**src/rtl/fifo_write_ctrl.sv**
```systemverilog
// Write side of an async FIFO: zero-latency dpram write on valid&&ready, Gray pointer out, full/level/almost_full.
// Backpressure via write_ready (low when full); optional FIFO_READ_POINTER_SYNC_EN adds a 2-flop read-pointer synchronizer.
module fifo_write_ctrl #(
   parameter int ADDR_WIDTH        = 8,
   parameter int DATA_WIDTH        = 8,
   parameter int ALMOST_FULL_LEVEL = 2**ADDR_WIDTH - 4
) (
   input  logic                  clock,
   input  logic                  reset_n,
   input  logic                  write_valid,
   input  logic [DATA_WIDTH-1:0] write_data,
   output logic                  write_ready,
   input  logic [ADDR_WIDTH:0]   read_pointer_gray,
   output logic [ADDR_WIDTH:0]   write_pointer_gray,
   output logic [ADDR_WIDTH-1:0] ram_write_address,
   output logic [DATA_WIDTH-1:0] ram_write_data,
   output logic                  ram_write,
   output logic [ADDR_WIDTH:0]   level,
   output logic                  almost_full,
   output logic                  overflow
);
   localparam int PW = ADDR_WIDTH + 1;
   localparam logic [PW-1:0] AF_LEVEL = PW'(ALMOST_FULL_LEVEL);

   logic [PW-1:0] wbin;
   logic [PW-1:0] wgray;
   logic [PW-1:0] wbin_next;
   logic [PW-1:0] rsync;
   logic [PW-1:0] rbin;
   logic          full;
   logic          accept;

`ifdef FIFO_READ_POINTER_SYNC_EN
   logic [PW-1:0] sync_1;
   logic [PW-1:0] sync_2;

   always_ff @(posedge clock or negedge reset_n) begin
      if (!reset_n) begin
         sync_1 <= '0;
         sync_2 <= '0;
      end else begin
         sync_1 <= read_pointer_gray;
         sync_2 <= sync_1;
      end
   end

   assign rsync = sync_2;
`else
   assign rsync = read_pointer_gray;
`endif

   always_comb begin
      rbin = '0;
      for (int i = 0; i < PW; i++) begin
         rbin[i] = ^(rsync >> i);
      end
   end

   // Full when the pointers match on the address bits but differ in the wrap bit.
   assign full        = (wgray == {~rsync[PW-1:PW-2], rsync[PW-3:0]});
   assign write_ready = !full;
   // Gated by reset so a write in flight cannot reach the RAM while the pointers are cleared.
   assign accept      = write_valid && write_ready && reset_n;
   assign wbin_next   = wbin + PW'(1);

   assign ram_write          = accept;
   assign ram_write_address  = wbin[ADDR_WIDTH-1:0];
   assign ram_write_data     = write_data;
   assign write_pointer_gray = wgray;
   assign level              = wbin - rbin;
   assign almost_full        = (level >= AF_LEVEL);

   always_ff @(posedge clock or negedge reset_n) begin
      if (!reset_n) begin
         wbin     <= '0;
         wgray    <= '0;
         overflow <= 1'b0;
      end else begin
         if (accept) begin
            wbin  <= wbin_next;
            wgray <= wbin_next ^ (wbin_next >> 1);
         end
         if (write_valid && full) begin
            overflow <= 1'b1;
         end
      end
   end
endmodule

```
**config.mk**
```make
export PLATFORM = sky130hd
export DESIGN_NAME = fifo_write_ctrl
export DESIGN_NICKNAME = d
export VERILOG_FILES = /design/src/rtl/fifo_write_ctrl.sv
export SDC_FILE = /design/constraint.sdc
export NUM_CORES = 1
export LEC_CHECK = 0
export BUFFER_PORTS_ARGS = -buffer_cell sky130_fd_sc_hd__buf_2
export CAP_MARGIN = 30
export CORE_MARGIN = 2
export CORE_UTILIZATION = 30
export DETAILED_ROUTE_END_ITERATION = 10
export MAX_ROUTING_LAYER = met4
export PLACE_DENSITY_LB_ADDON = 0.25
export SYNTH_ARGS = -nofsm -noshare
export SYNTH_HDL_FRONTEND = slang
export SYNTH_SLANG_ARGS = --single-unit
```
**constraint.sdc**
```tcl
create_clock -name clock -period 4.34 [get_ports clock]
set_input_delay 0.868 -clock clock [delete_from_list [all_inputs] [get_ports clock]]
set_output_delay 0.868 -clock clock [all_outputs]
set_load 0.05 [all_outputs]
```
==> results of run 1 <==
==> worst register-to-register path, delay by kind of cell, from the launching register on <==
kind / cells / cell delay, ns
xor+xnor: 1 / 0.25
flops: 1 / 0.45
mux: 1 / 0.35
simple gates: 2 / 0.90
==> metrics by stage <==
| stage | std cells | setup TNS [ns] | area (um2) | hold slack [ns] | util (%) |
|---|---|---|---|---|---|
| after floorplan | 163 | -0.340 | 1720 | 0.572 | - |
| after global placement | 278 | -1.00 | 2040 | 0.460 | 39.9 |
| after detailed placement | 278 | -1.04 | 2040 | 0.469 | 39.9 |
| after CTS | 283 | -0.501 | 2160 | 0.485 | 42.2 |
| after global routing | 286 | -0.996 | 2200 | 0.509 | 43.1 |
| final | 286 | -0.385 | 2200 | 0.483 | 43.1 |
==> cells by family after synthesis <==
family                   after synthesis  synth area share, %
flip-flops                            18                 28.5
adder cells (fa/ha/maj)               10                 8.39
multiplexers                           3                 2.14
XOR/XNOR                              45                 27.8
AND/OR/NAND/NOR                       39                 13.9
buffers and inverters                 19                 8.07
AO/OA/AOI/OAI                         29                 11.2
==> state kept, by name (all words and copies together), names as in the netlist <==
register and flops:
write_pointer_gray 9, wbin 8, overflow 1
==> cell usage after synthesis (all sizes together) <==
cell type | instances | share of area, %
dfrtp | 18 | 28
o22ai | 3 | 1.2
and3 | 4 | 1.9
ha | 9 | 7.1
o21a | 1 | 0.47
nand3 | 6 | 2.8
nand4 | 3 | 1.6
clkbuf | 2 | 0.47
nor2 | 11 | 2.6
buf | 11 | 6.2
mux2 | 3 | 2.1
fa | 1 | 1.3
a21o | 5 | 2.4
and2 | 2 | 0.79
a31oi | 2 | 0.79
o21bai | 1 | 0.47
nand2 | 9 | 2.3
a21oi | 12 | 3.8
nor2b | 3 | 1.2
or4 | 1 | 0.71
a41o | 1 | 0.63
xnor2 | 30 | 18
inv | 6 | 1.4
o2111ai | 1 | 0.55
xor2 | 15 | 10
o21ai | 3 | 0.95
==> area by class of cell <==
cell class	count	area share [%]
Inverter	6	1.02
Sequential cell	18	20.5
Tap cell	70	3.98
Clock buffer	4	2.50
Timing Repair Buffer	62	18.5
Multi-Input combinational cell	126	53.5
==> layer usage <==
layer | share of wire, % | routed length (um)
met5 | 0 | 0
met4 | 0.56 | 20
met3 | 3.5 | 126
met2 | 50 | 1780
met1 | 46 | 1630
==> path summary, 6_finish.rpt <==
path | slack (ns) | endpoint
max in group asynchronous | 3.49 | wbin[0]$_DFFE_PN0P_
setup reg to reg | 2.28 | write_pointer_gray[1]$_DFFE_PN0P_
hold / removal | 0.48 | overflow$_DFFE_PN0P_
min in group asynchronous | 0.54 | wbin[6]$_DFFE_PN0P_
hold reg to reg | 0.48 | overflow$_DFFE_PN0P_
setup / recovery | -0.22 | almost_full
==> timing repair <==
action,CTS,global route
gates resized for setup,17,7
setup endpoints to repair,6,6
pin swaps,12,11
buffers inserted,1,3
==> results.tsv, run 1 <==
metric	value	unit
cpMaxStageDelayCell	sky130_fd_sc_hd__fa_2	
required	3.47	ns
kind_of_cell_with_the_highest_combined_delay_on_the_critical_path	XOR/XNOR gates	
postSynthCellCount	163	
use_met2	21.4	%
cts.hold.buffers_added	0	
min_delay_path_depth	1	
clock_tree.root_cell	sky130_fd_sc_hd__clkbuf_8	
grtUsageMet1	16.6	%
avgViaCountPerCell	4.42	
grt_most_used_layer	met2	
worst_hold_path_type	reg -> reg	
timing.critical_path.to_type	output port	
worst-setup-path-type	in -> out	
placementRows	26	
grt_pass1_vias	1277	
insertedDiodeCount	0	
dieArea	5870	um2
status	complete, but fails checks	
dr.pass1.iters	4	
rsz_0062_raised_after_global_routing	true	
core-area	5110	um2
critical_path_arrival	3.70	ns
antenna_left	0	
floorplan.die.width	76.6	um
multi_input_logic_area	1180	um2
start_kind	primary input	
finalCritPeriodShare	105	%
syn2layout_area_growth	39.1	%
worst_clock_skew	0.00563	ns
cp_num_buf_inv	2	
gr-total-overflow	0	
most_frequent_cells_in_the_layout	34 x sky130_fd_sc_hd__buf_2, 23 x sky130_fd_sc_hd__buf_4, 22 x sky130_fd_sc_hd__xnor2_1	
design.portCount	58	
dp.final_hpwl	2870	um
fillerInstances	510	
failed_checks	setup timing	
finalCriticalPeriod	4.56	ns
timing.max_slew.rel_slack	67.9	%
detail_route.wl_per_cell	12.4	um
min_from	overflow$_DFFE_PN0P_	
grt_start_max_net_pins	25	
synth.net_count	193	
max-clock-path-buffers	2	
route.vias.total	1263	
cts.sinks	18	
max_cap_violations	0	
layout_commonest_cell	sky130_fd_sc_hd__buf_2	
cts_tree	done	
netlist_area	1580	um2
post_route_cells_drive_above_1_share	45.4	%
number_of_hold_violations_in_the_final_report	0	
path_cells	buf_4, xor2_2, xnor2_2, xnor2_2, xor2_2, xor2_2, xnor2_1, ha_2, fa_2, nor2b_4, o2111ai_2, nand2_2, a31oi_4, xnor2_4, a41o_4, buf_8	
worst_slack	-0.225	ns
globalRouteTotalUtil	13.0	%
clock_tree.htree_level_count	1	
reg2reg_depth	4	
postSynthRegisterBits	18	
detail_route.wirelength	3560	um
critical_path_cell_count	16	
synth.yosys.seq_area_share	28.5	%
critical_path.max_stage_delay	0.36	ns
clock.fmax	219	MHz
place_worst_setup_slack	-0.379	ns
grt_first_pass_wirelength	6000	um
initial_drt_markers	41	
clock_latency	0.25	ns
report.final.setup_viol	3	
timing_max_transition_violations_final	0	
worst-slew-pin-transition	0.479	ns
global_route.usage.met3	2.01	%
yosys_cell_types	36	
buffer_ports.inserted	41	
critical-path-top-cell-by-count	sky130_fd_sc_hd__xor2_2	
crit_start	read_pointer_gray[4]	
syn_area_per_cell	9.70	um2
height_of_the_chip	76.6	um
routabilityCongestion	0.787	
finish.net_count	247	
antenna_found_initial	0	
synthesis.yosys.warnings	0	
clk_pin_slew_worst_paths	0.07	ns
worst_r2r_startpoint	write_pointer_gray[8]$_DFFE_PN0P_	
sequential_cell_area	450	um2
crit_path_max_fanout	2	
numCtsBuffers	3	
drcViolationCount	0	
initial_core_util	31.0	%
Power of run 1 is left out: the tool's default activity adds up to more than one toggle a clock period on the data nets, which glitch-free logic cannot reach.
==> run 2, diff against run 1 <==
- SKIP_LAST_GASP: default -> 1
==> run 2 against run 1 <==
  * The run still ends with setup timing left
  * Non-clock buffer count unchanged
  * Critical path depth unchanged
  * Final cell count unchanged
  * Setup slack worse by 0.0015 ns
  * Global-route usage unchanged
  * First-iteration DRC count unchanged
  * Critical path type unchanged
  * Clock skew unchanged
  * Core utilization about the same
  * Die area unchanged
==> results.tsv, run 2 (synthesized netlist as in run 1, its figures left out) <==
metric	value	unit	change
use_met2	21.4	%	unchanged
hold_ws	0.483	ns	unchanged
global_route.usage.met3	2.01	%	unchanged
dp_cells	278		unchanged
grtUsageMet1	16.6	%	unchanged
max-clock-path-buffers	2		unchanged
post_route_cells_drive_above_1_share	45.4	%	unchanged
worst-slew-pin-transition	0.479	ns	unchanged
detail_route.wirelength	3560	um	about the same
floorplan.die.width	76.6	um	unchanged
layout_commonest_cell	sky130_fd_sc_hd__buf_2		
buffer_ports.inserted	41		unchanged
dieArea	5870	um2	unchanged
numCtsBuffers	3		unchanged
routabilityCongestion	0.787		unchanged
initial_drt_markers	41		unchanged
design.portCount	58		unchanged
detail_route.wl_per_cell	12.4	um	about the same
drcViolationCount	0		unchanged
max_cap_violations	0		unchanged
dp.final_hpwl	2870	um	unchanged
required	3.47	ns	about the same
failed_checks	setup timing		
grt_most_used_layer	met2		
insertedDiodeCount	0		unchanged
timing.critical_path.to_type	output port		
most_frequent_cells_in_the_layout	35 x sky130_fd_sc_hd__buf_2, 22 x sky130_fd_sc_hd__xnor2_1, 22 x sky130_fd_sc_hd__buf_4		
clock_tree.root_cell	sky130_fd_sc_hd__clkbuf_8		
largest_register_ff_count	9		unchanged
syn2layout_area_growth	38.9	%	
globalRouteTotalUtil	13.0	%	unchanged
route.vias.total	1263		unchanged
final_cell_count_no_fill	286		unchanged
core-area	5110	um2	unchanged
cts.hold.buffers_added	0		unchanged
finish.net_count	247		unchanged
gr-total-overflow	0		unchanged
number_of_hold_violations_in_the_final_report	0		unchanged
start_kind	primary input		
worst_clock_skew	0.00563	ns	unchanged
worst_hold_path_type	reg -> reg		
grt_first_pass_wirelength	6000	um	unchanged
report.final.setup_viol	3		unchanged
finalSetupTns	-0.390	ns	-0.00464 ns
worst_slack	-0.226	ns	-0.00155 ns
antenna_found_initial	0		unchanged
grt_pass1_vias	1277		unchanged
status	complete, but fails checks		
avgViaCountPerCell	4.42		unchanged
crit_path_max_fanout	2		unchanged
finalCriticalPeriod	4.57	ns	+0.00155 ns
antenna_left	0		unchanged
clk_pin_slew_worst_paths	0.07	ns	about the same
timing.max_slew.rel_slack	67.9	%	unchanged
clock_tree.htree_level_count	1		unchanged
height_of_the_chip	76.6	um	unchanged
cts.sinks	18		unchanged
placementRows	26		unchanged
rsz_0062_raised_after_global_routing	true		
timing_max_transition_violations_final	0		unchanged
fillerInstances	509		-0.20%
initial_core_util	31.0	%	unchanged
critical_path_arrival	3.70	ns	about the same
clock_latency	0.25	ns	about the same
grt_start_max_net_pins	25		unchanged
finalCritPeriodShare	105	%	about the same
clock.fmax	219	MHz	about the same
worst-setup-path-type	in -> out		
cts_tree	done		
dr.pass1.iters	4		unchanged
## run 2: worst max-delay path, stage by stage
cell	delay, ns
sky130_fd_sc_hd__buf_2	0.12
sky130_fd_sc_hd__xor2_2	0.19
sky130_fd_sc_hd__xnor2_2	0.15
sky130_fd_sc_hd__xnor2_2	0.24
sky130_fd_sc_hd__xor2_2	0.24
sky130_fd_sc_hd__xor2_2	0.19
sky130_fd_sc_hd__xnor2_1	0.09
sky130_fd_sc_hd__ha_2	0.18
sky130_fd_sc_hd__fa_2	0.36
sky130_fd_sc_hd__nor2b_4	0.14
sky130_fd_sc_hd__o2111ai_2	0.12
sky130_fd_sc_hd__nand2_2	0.12
sky130_fd_sc_hd__a31oi_4	0.11
sky130_fd_sc_hd__xnor2_4	0.17
sky130_fd_sc_hd__a41o_4	0.25
sky130_fd_sc_hd__buf_8	0.14
## run 2: timing repair
action                                  4_1_cts  5_1_grt
pin swaps                                    12       11
setup buffers                                 1        3
cloned                                        0        0
endpoints found under the setup margin        6        6
resized for setup                            17        6
## run 2: final timing paths
check                      cells past startpoint                           endpoint                              start  slack (ns)
setup / recovery                              16                        almost_full               read_pointer_gray[4]       -0.23
hold / removal                                 1               overflow$_DFFE_PN0P_               overflow$_DFFE_PN0P_        0.48
setup reg to reg                               4  write_pointer_gray[1]$_DFFE_PN0P_  write_pointer_gray[8]$_DFFE_PN0P_        2.28
hold reg to reg                                1               overflow$_DFFE_PN0P_               overflow$_DFFE_PN0P_        0.48
max in group asynchronous                      1                wbin[0]$_DFFE_PN0P_                            reset_n        3.49
min in group asynchronous                      1                wbin[6]$_DFFE_PN0P_                            reset_n        0.54
## run 2: final cells by class
cell class              count  area (um2)  share of cell area, %
flip-flops and latches     18         450                   20.5
inverters                   6        22.5                   1.03
repair buffers             62         404                   18.4
clock buffers               4        55.1                   2.51
multi-input cells         126        1180                   53.6
well taps                  70        87.6                   3.99
## run 2: per-stage QoR
stage	cell area, um2	setup slack [ns]	utilization [%]
2_1_floorplan	1720	-0.302	-
3_3_place_gp	2040	-0.382	39.9
3_5_place_dp	2040	-0.379	39.9
4_1_cts	2160	-0.267	42.2
5_1_grt	2200	-0.404	43.0
6_report	2200	-0.226	43.0
## run 2: per-layer routing
layer,wire length [um],vias up
met3,126,4
met4,20,0
met2,1780,22
met5,0,-
li1,-,643
met1,1630,594
Power of run 2 is left out for the same reason.
